## src/rtl/lc3_seq_controller.sv

```systemverilog
// LC-3 style sequencing controller: fetch/decode/execute/memory/writeback FSM with
// wait counting and a sticky fault flag. Define LC3_CTRL_TIMEOUT_EN to enable memory timeouts.
module lc3_seq_controller #(
    parameter int MAX_WAIT = 255,
    parameter int WAIT_W   = 8
) (
    input  logic              clock,
    input  logic              reset,
    input  logic [5:0]        C_Control,
    input  logic              complete,
    input  logic              stall,
    output logic [3:0]        state,
    output logic              enable_updatePC,
    output logic              enable_fetch,
    output logic              enable_decode,
    output logic              enable_execute,
    output logic              enable_writeback,
    output logic              mem_req,
    output logic              halted,
    output logic              error,
    output logic [WAIT_W-1:0] wait_count
);

    typedef enum logic [3:0] {
        S_UPDATE_PC = 4'd0,
        S_FETCH     = 4'd1,
        S_DECODE    = 4'd2,
        S_EXEC_ALU  = 4'd3,
        S_TARGET_PC = 4'd4,
        S_MEM_ADDR  = 4'd5,
        S_IND_READ  = 4'd6,
        S_READ_MEM  = 4'd7,
        S_WRITE_MEM = 4'd8,
        S_WRITEBACK = 4'd9,
        S_HALT      = 4'd10,
        S_INVALID   = 4'd15
    } state_t;

`ifdef LC3_CTRL_TIMEOUT_EN
    localparam bit TIMEOUT_EN = 1'b1;
`else
    localparam bit TIMEOUT_EN = 1'b0;
`endif

    state_t            r_state;
    logic              r_error;
    logic [WAIT_W-1:0] r_wait;

    logic       w_load;
    logic [1:0] w_mam;
    logic       w_store_pc;
    logic [1:0] w_instr_type;
    logic       w_is_mem;
    logic       w_timeout;

    assign w_load       = C_Control[0];
    assign w_mam        = C_Control[2:1];
    assign w_store_pc   = C_Control[3];
    assign w_instr_type = C_Control[5:4];

    assign w_is_mem  = (r_state == S_FETCH) || (r_state == S_IND_READ) ||
                       (r_state == S_READ_MEM) || (r_state == S_WRITE_MEM);
    assign w_timeout = TIMEOUT_EN && (r_wait == WAIT_W'(MAX_WAIT));

    always_ff @(posedge clock or posedge reset) begin
        if (reset) begin
            r_state <= S_FETCH;
            r_wait  <= '0;
            r_error <= 1'b0;
        end else begin
            // NOTE: non-blocking defaults; a later assignment in this block wins.
            r_wait <= '0;
            if (w_is_mem && !complete) begin
                if (w_timeout) begin
                    r_state <= S_INVALID;
                    r_error <= 1'b1;
                end else if (r_wait != {WAIT_W{1'b1}}) begin
                    r_wait <= r_wait + WAIT_W'(1);
                end else begin
                    r_wait <= r_wait;
                end
            end else begin
                case (r_state)
                    S_UPDATE_PC: if (!stall) r_state <= S_FETCH;
                    S_FETCH:     r_state <= S_DECODE;
                    S_DECODE:
                        if (!stall) begin
                            case (w_instr_type)
                                2'd0:    r_state <= S_EXEC_ALU;
                                2'd1:    r_state <= S_TARGET_PC;
                                2'd2:    r_state <= S_MEM_ADDR;
                                default: r_state <= S_HALT;
                            endcase
                        end
                    S_EXEC_ALU:  if (!stall) r_state <= S_WRITEBACK;
                    S_TARGET_PC: if (!stall) r_state <= w_store_pc ? S_WRITEBACK : S_UPDATE_PC;
                    S_MEM_ADDR:
                        if (!stall) begin
                            case (w_mam)
                                2'd0:    r_state <= S_IND_READ;
                                2'd1:    r_state <= S_READ_MEM;
                                2'd2:    r_state <= S_WRITE_MEM;
                                default: r_state <= S_WRITEBACK;
                            endcase
                        end
                    S_IND_READ:  r_state <= w_load ? S_READ_MEM : S_WRITE_MEM;
                    S_READ_MEM:  r_state <= S_WRITEBACK;
                    S_WRITE_MEM: r_state <= S_UPDATE_PC;
                    S_WRITEBACK: if (!stall) r_state <= S_UPDATE_PC;
                    S_HALT:      r_state <= S_HALT;
                    S_INVALID: begin
                        r_state <= S_INVALID;
                        r_error <= 1'b1;
                    end
                    // Encodings 11..14 are illegal and trap into the fault state.
                    default: begin
                        r_state <= S_INVALID;
                        r_error <= 1'b1;
                    end
                endcase
            end
        end
    end

    assign state            = r_state;
    assign wait_count       = r_wait;
    assign error            = r_error;
    assign mem_req          = w_is_mem;
    assign halted           = (r_state == S_HALT);
    assign enable_updatePC  = (r_state == S_UPDATE_PC);
    assign enable_fetch     = (r_state == S_FETCH);
    assign enable_decode    = (r_state == S_DECODE);
    assign enable_execute   = (r_state == S_EXEC_ALU) || (r_state == S_TARGET_PC) ||
                              (r_state == S_MEM_ADDR);
    assign enable_writeback = (r_state == S_WRITEBACK);

endmodule

```

## config.mk

```make
export PLATFORM = sky130hd
export DESIGN_NAME = lc3_seq_controller
export DESIGN_NICKNAME = d
export VERILOG_FILES = /design/src/rtl/lc3_seq_controller.sv
export SDC_FILE = /design/constraint.sdc
export NUM_CORES = 1
export LEC_CHECK = 0
export ABC_AREA = 0
export BUFFER_PORTS_ARGS = -buffer_cell sky130_fd_sc_hd__clkbuf_2
export CORE_MARGIN = 2
export CORE_UTILIZATION = 55
export CTS_BUF_LIST = sky130_fd_sc_hd__clkbuf_2
export CTS_CLUSTER_SIZE = 8
export DETAILED_ROUTE_END_ITERATION = 10
export PLACE_DENSITY = 0.8
export REMOVE_ABC_BUFFERS = 1
export SYNTH_ARGS = -nofsm -noshare
export SYNTH_HDL_FRONTEND = slang
export SYNTH_SLANG_ARGS = --single-unit
```

## constraint.sdc

```tcl
create_clock -name clock -period 4.4 [get_ports clock]
set_clock_uncertainty 0.15 [all_clocks]
set_input_delay 0.22 -clock clock [delete_from_list [all_inputs] [get_ports clock]]
set_output_delay 0.22 -clock clock [all_outputs]
set_load 0.005 [all_outputs]
```

## Yosys cells after proc, flatten, opt, wreduce, memory -nomap -nowiden

Index checks and enable logic that the tools add are counted.
Widths: inputs -> output; s select.

| storage, ports and cells | value |
|---|---|
| flip-flop bits (word level) | 13 |
| bits in latches | 0 |
| RAM bits | 0 |
| ROM bits | 0 |
| input bits | 10 |
| output and inout bits | 20 |
| word-level logic and storage cells | 54 |
| memories kept | 0 |

| cells by class | value |
|---|---|
| add/subtract/negate cells | 1 |
| multiply operators | 0 |
| div/mod/pow operators | 0 |
| order comparisons | 0 |
| equality and inequality tests | 22 |
| shifts and indexed selects | 0 |
| muxes and demuxes | 13 |
| bitwise gates (word level) | 2 |
| reductions and logical operators | 13 |

Operators with widths:

| operator | count |
|---|---|
| $pmux 4 s11 | 1 |
| $mux 4 | 8 |
| $pmux 4 s3 | 2 |
| $eq 4x3->1 const B | 4 |
| $mux 8 | 2 |
| $eq 4x4->1 const B | 3 |
| $ne 2x2->1 const B | 6 |
| $reduce_or 11->1 | 1 |
| $add 8x1->8 const B | 1 |
| $eq 4x2->1 const B | 2 |
| $ne 8x8->1 const B | 1 |
| $reduce_and 7->1 | 1 |
| $logic_or 1x1->1 | 5 |
| $eq 2x1->1 const B | 2 |
| $eq 2x2->1 const B | 2 |
| $eq 4x1->1 const B | 1 |
| $logic_not 2->1 | 2 |
| $logic_not 4->1 | 1 |
| $ne 2x1->1 const B | 1 |
| $not 1->1 | 2 |
| $reduce_and 2->1 | 1 |
| $logic_and 1x1->1 | 1 |
| $logic_not 1->1 | 1 |

## Longest topological paths before layout

| depth | value |
|---|---|
| depth after elaboration | 7 |
| gate-level depth with buffers | 7 |
| gate-level depth less buffers | 7 |

## Least setup slack after synthesis

OpenSTA, ideal clock, no wires.

| path | value |
|---|---|
| kind | reg2reg |
| start | register r_state[0], in the netlist state[0] |
| end | register r_state[3], in the netlist state[3] |
| setup time | 82 ps |
| arrival time | 1,375 ps |
| data required time | 4,168 ps |
| path slack | 2,793 ps |
| stages on the path, launching flop included | 6 |
| path buffers | 1 |
| period minus slack after synthesis | 1,607 ps |
| cells stage by stage | dfstp_2 buf_2 o2111ai_2 a32oi_4 o21ai_2 a22oi_2 |

| between the ends | value |
|---|---|
| cells in the longest elaborated chain, start to end | 7 |
| elaborated cells on any way between the ends | 24 |
| those cells by class | eq/ne: 16; mux: 1; bitwise: 1; reduce/logical: 6 |

RTL lines:

| item | RTL line | RTL |
|---|---|---|
| start, declared | 45 | `state_t r_state;` |
| start signal, assigned | 96 | `S_TARGET_PC: if (!stall) r_state <= w_store_pc ? S_WRITEBACK : S_UPDATE_PC;` |
| start signal, assigned | 106 | `S_IND_READ: r_state <= w_load ? S_READ_MEM : S_WRITE_MEM;` |
| $eq 4x1->1 / $eq 4x3->1 (equally long branches) | 61, 83 |  |
| $logic_or 1x1->1 (2 in a row) | 61 | `assign w_is_mem = (r_state == S_FETCH) \|\| (r_state == S_IND_READ) \|\|` |
| $logic_or 1x1->1 | 62 | `(r_state == S_READ_MEM) \|\| (r_state == S_WRITE_MEM);` |
| $logic_and 1x1->1 | 73 | `if (w_is_mem && !complete) begin` |
| $not 1->1 (no source line) | n/a |  |
| $reduce_and 7->1 (no source line) | n/a |  |

Parallel ways exist; a longest one is shown, timed or not.
A chain may end at the register's enable or synchronous reset.

## Worst setup path in the final report

| path | value |
|---|---|
| start | register r_state[2], in the netlist state[2] |
| end | output port enable_execute |

| between the ends | value |
|---|---|
| cells in the longest elaborated chain, start to end | 3 |
| elaborated cells on any way between the ends | 5 |
| those cells by class | eq/ne: 3; reduce/logical: 2 |

RTL lines:

| item | RTL line | RTL |
|---|---|---|
| $eq 4x2->1 / $eq 4x3->1 (equally long branches) | 133 | `assign enable_execute = (r_state == S_EXEC_ALU) \|\| (r_state == S_TARGET_PC) \|\|` |
| $logic_or 1x1->1 | 133 |  |
| $logic_or 1x1->1 (*) | 133 |  |
| end, declared | 16 | `output logic enable_execute,` |

Every way passes the cells marked *; elsewhere a longest branch is shown, timed or not.

==> reports/results.txt <==
Die area - 2219 sq um
HPWL Detailed - 1673 um
Ranking of synthesized cells by area - dfrtp_1, nor2_1, ha_1
R2R cell count - 5
Ys flop type - dfrtp_1
Drt first pass iters - 4
Crit path largest cell delay - 0.74 ns
Root buf cell - clkbuf_2
MaxCap Viol Count - 0
PortBufs - 29
M1 WL - 1022 um
Status - finished clean
Number of synthesized register bits - 13
Layout Cell Area excl Fill - 1181 sq um
Logic pwr share - 0.067
Worst min path class - input port to flip-flop
Post-CTS Setup Inserts - 0
All-layer global routing usage - 0.2263
Ratio of cells with drive above 1 in the final layout - 0.3041
PostCTS Resize Cnt - 0
Final min period - 2.074 ns
Hold endpoint - state[0]
Top sig layer - met4
Crit path capture type - output port
Max Freq - 482.3 MHz
Finished Core Util - 0.6767
Largest net degree at the start of global routing - 19
Buf/Inv on CP - 2
Origin of the worst min-delay path - C_Control[1]
Area leader, netlist - dfrtp_1
Area grow syn2layout - 15.54%
DRT iter0 DRCs - 45
Ys async rst share - 1.000
Nets - 163
Crit share post-route - 0.4713
Chip height - 47.11 um
Sw frac - 0.2371
# diodes - 0
Overall power - 0.0001953 W
Via count - 957
Total gr overflow - 0
Worst path cell trace - inv_2 -> mux2_2 -> nor2_1 -> clkbuf_2
DRC - 0
Tightest Pin Transition - 0.5788 ns
Fin cells - 173
CTS tree - done
Worst path slowest cell - dfrtp_1
Wire per inst - 12.75 um
Number of synthesized flops with an enable pin - 0
H-Tree Depth - 1
Library cells used by synthesis - 44
Vias per cell - 5.532
Worst r2r dst - state[3]
CP top delay family - flip-flops
Worst-path clk slew - 0.14 ns
Yosys warns - 0
Gpl congestion - 0.8922
Hold path cells - 4
Clock sinks - 13
WS Path Type - flip-flop to output port
Rows - 15
Arrival @ worst endpoint - 1.70 ns
FF-to-FF Start - state[2]
Buffer levels on the longest clock path - 2
Pleak - 0.5716 nW
Clock share of power - 0.321
Most common cell in the synthesized netlist - nor2_1
Syn Std Cell Area - 1022 sq um
Antenna Nets Post-Route - 0
Core Region - 1745 sq um
Final setup vio count - 0
Clock Latency Late Sink - 0.28 ns
Register area share after synthesis - 0.3195
Post-Place Cells - 168
Critical Path RT - 4.03 ns
Flop pwr share - 0.612
Reg-to-reg setup timing slack - 2.53 ns
Global-route wire length before repair - 3553 um
Gate Count Post-Synth - 122
Power Density - 165.3 nW/um^2
Net load switching power - 0.00004630 W
I/O pin count - 30
Final hold vios - 0
Relative slew slack - 0.6141
Routed WL - 2206 um
CTS buffer count - 3
Top cells by count, synth - nor2_1, dfrtp_1, inv_1, nand3_1, o21ai_0
Initial antenna violation count - 0
Top cell type's share of synthesized area - 0.2938
TNS Setup - 0 ns
Worst-path fanout max - 18
Die W - 47.11 um
Met2 wire len - 1052 um
RSZ-0062 raised after global routing - false
Placed Area - 1151 sq um
Maximum VDD drop - 0.1710 mV
Avg Inst Size Synth - 8.379 sq um
Starting Density - 0.5857
Slew Limit Fails - 0
Internal Pwr Total - 0.0001490 W
Critical Path Source Type - flip-flop
Met3 routed wirelength - 123 um
Vias in the first global route - 808
-- layout by cell type (no fill, tap or decap), types with 2 or more instances in the layout --
cell type	instances
clkbuf_2	33
nor2_1	17
dfrtp_1	12
inv_1	7
o21ai_0	7
nand3_1	7
nand2_1	6
a21oi_1	6
and3_1	5
ha_1	4
nor2b_1	3
nand2b_1	3
mux2i_1	3
nor3_1	3
or2_1	2
xnor2_1	2
nor3_2	2
a31oi_1	2
-- sequential cells by signal, indices dropped and copies added, names as in the netlist --
name and count:
wait_count 8, error 1, state 4
-- power by group through the flow --
stage | registers, W | logic, W | clock network [W]
6_report | 0.000120 | 0.0000132 | 0.0000626
5_1_grt | 0.000120 | 0.0000158 | 0.0000718
4_1_cts | 0.000120 | 0.0000136 | 0.0000659
3_5_place_dp | 0.000122 | 0.0000130 | 0
3_3_place_gp | 0.000122 | 0.0000122 | 0
2_1_floorplan | 0.000122 | 0.00000565 | 0
-- final cells by class --
type / count / area, sq um
tap: 25 / 31.28
clock buffer: 4 / 20.02
timing repair buffer: 30 / 155.1
inverter: 8 / 30.03
fill: 164 / 564.3
multi-input combinational: 93 / 618.1
sequential: 13 / 326.6
-- cell families (layout without fill, tap and decap cells) --
| group | Yosys count | count (layout) | synth area share |
|---|---|---|---|
| flops | 13 | 13 | 0.3195 |
| mux | 4 | 4 | 0.04039 |
| simple gates | 51 | 51 | 0.2558 |
| fa+ha+maj | 4 | 4 | 0.04896 |
| buf+inv | 16 | 42 | 0.07588 |
| compound gates | 31 | 31 | 0.2338 |
| xor+xnor | 3 | 3 | 0.02571 |
-- worst reg2reg max path, stage by stage (launching register included) --
cell and delay (ns):
dfrtp_1 0.74, inv_2 0.18, o21ai_0 0.40, a32oi_4 0.13, o21ai_2 0.09, a22oi_2 0.06
-- routing by layer --
layer,vias up,track usage
li1,481,-
met1,445,0.3310
met2,29,0.3425
met3,2,0.05769
met4,0,0.03889
met5,-,0
-- worst max path at each step --
stage | cells past startpoint | slack [ns] | from | to
4_1_cts | 4 | 2.33 | state[2] | enable_execute
2_1_floorplan | 5 | 2.75 | state[0] | state[2]
5_1_grt | 4 | 2.19 | state[2] | enable_execute
6_report | 4 | 2.33 | state[2] | enable_execute
3_5_place_dp | 4 | 2.58 | state[3] | wait_count[1]
3_3_place_gp | 4 | 2.61 | state[3] | wait_count[7]
-- per-stage QoR --
stage                     hold WS (ns)  setup slack [ns]
after CTS                       0.1816             2.327
after global placement         0.09571             2.612
after floorplan               -0.05376             2.754
final                           0.1983             2.326
after global routing            0.1994             2.193
after detailed placement        0.1043             2.578
-- timing repair --
action / CTS / global route
setup endpoints to repair: 0 / 0
hold buffers: 1 / 0
hold endpoints to repair: 12 / 0
No activity file was read; power rests on OpenSTA's default activity.
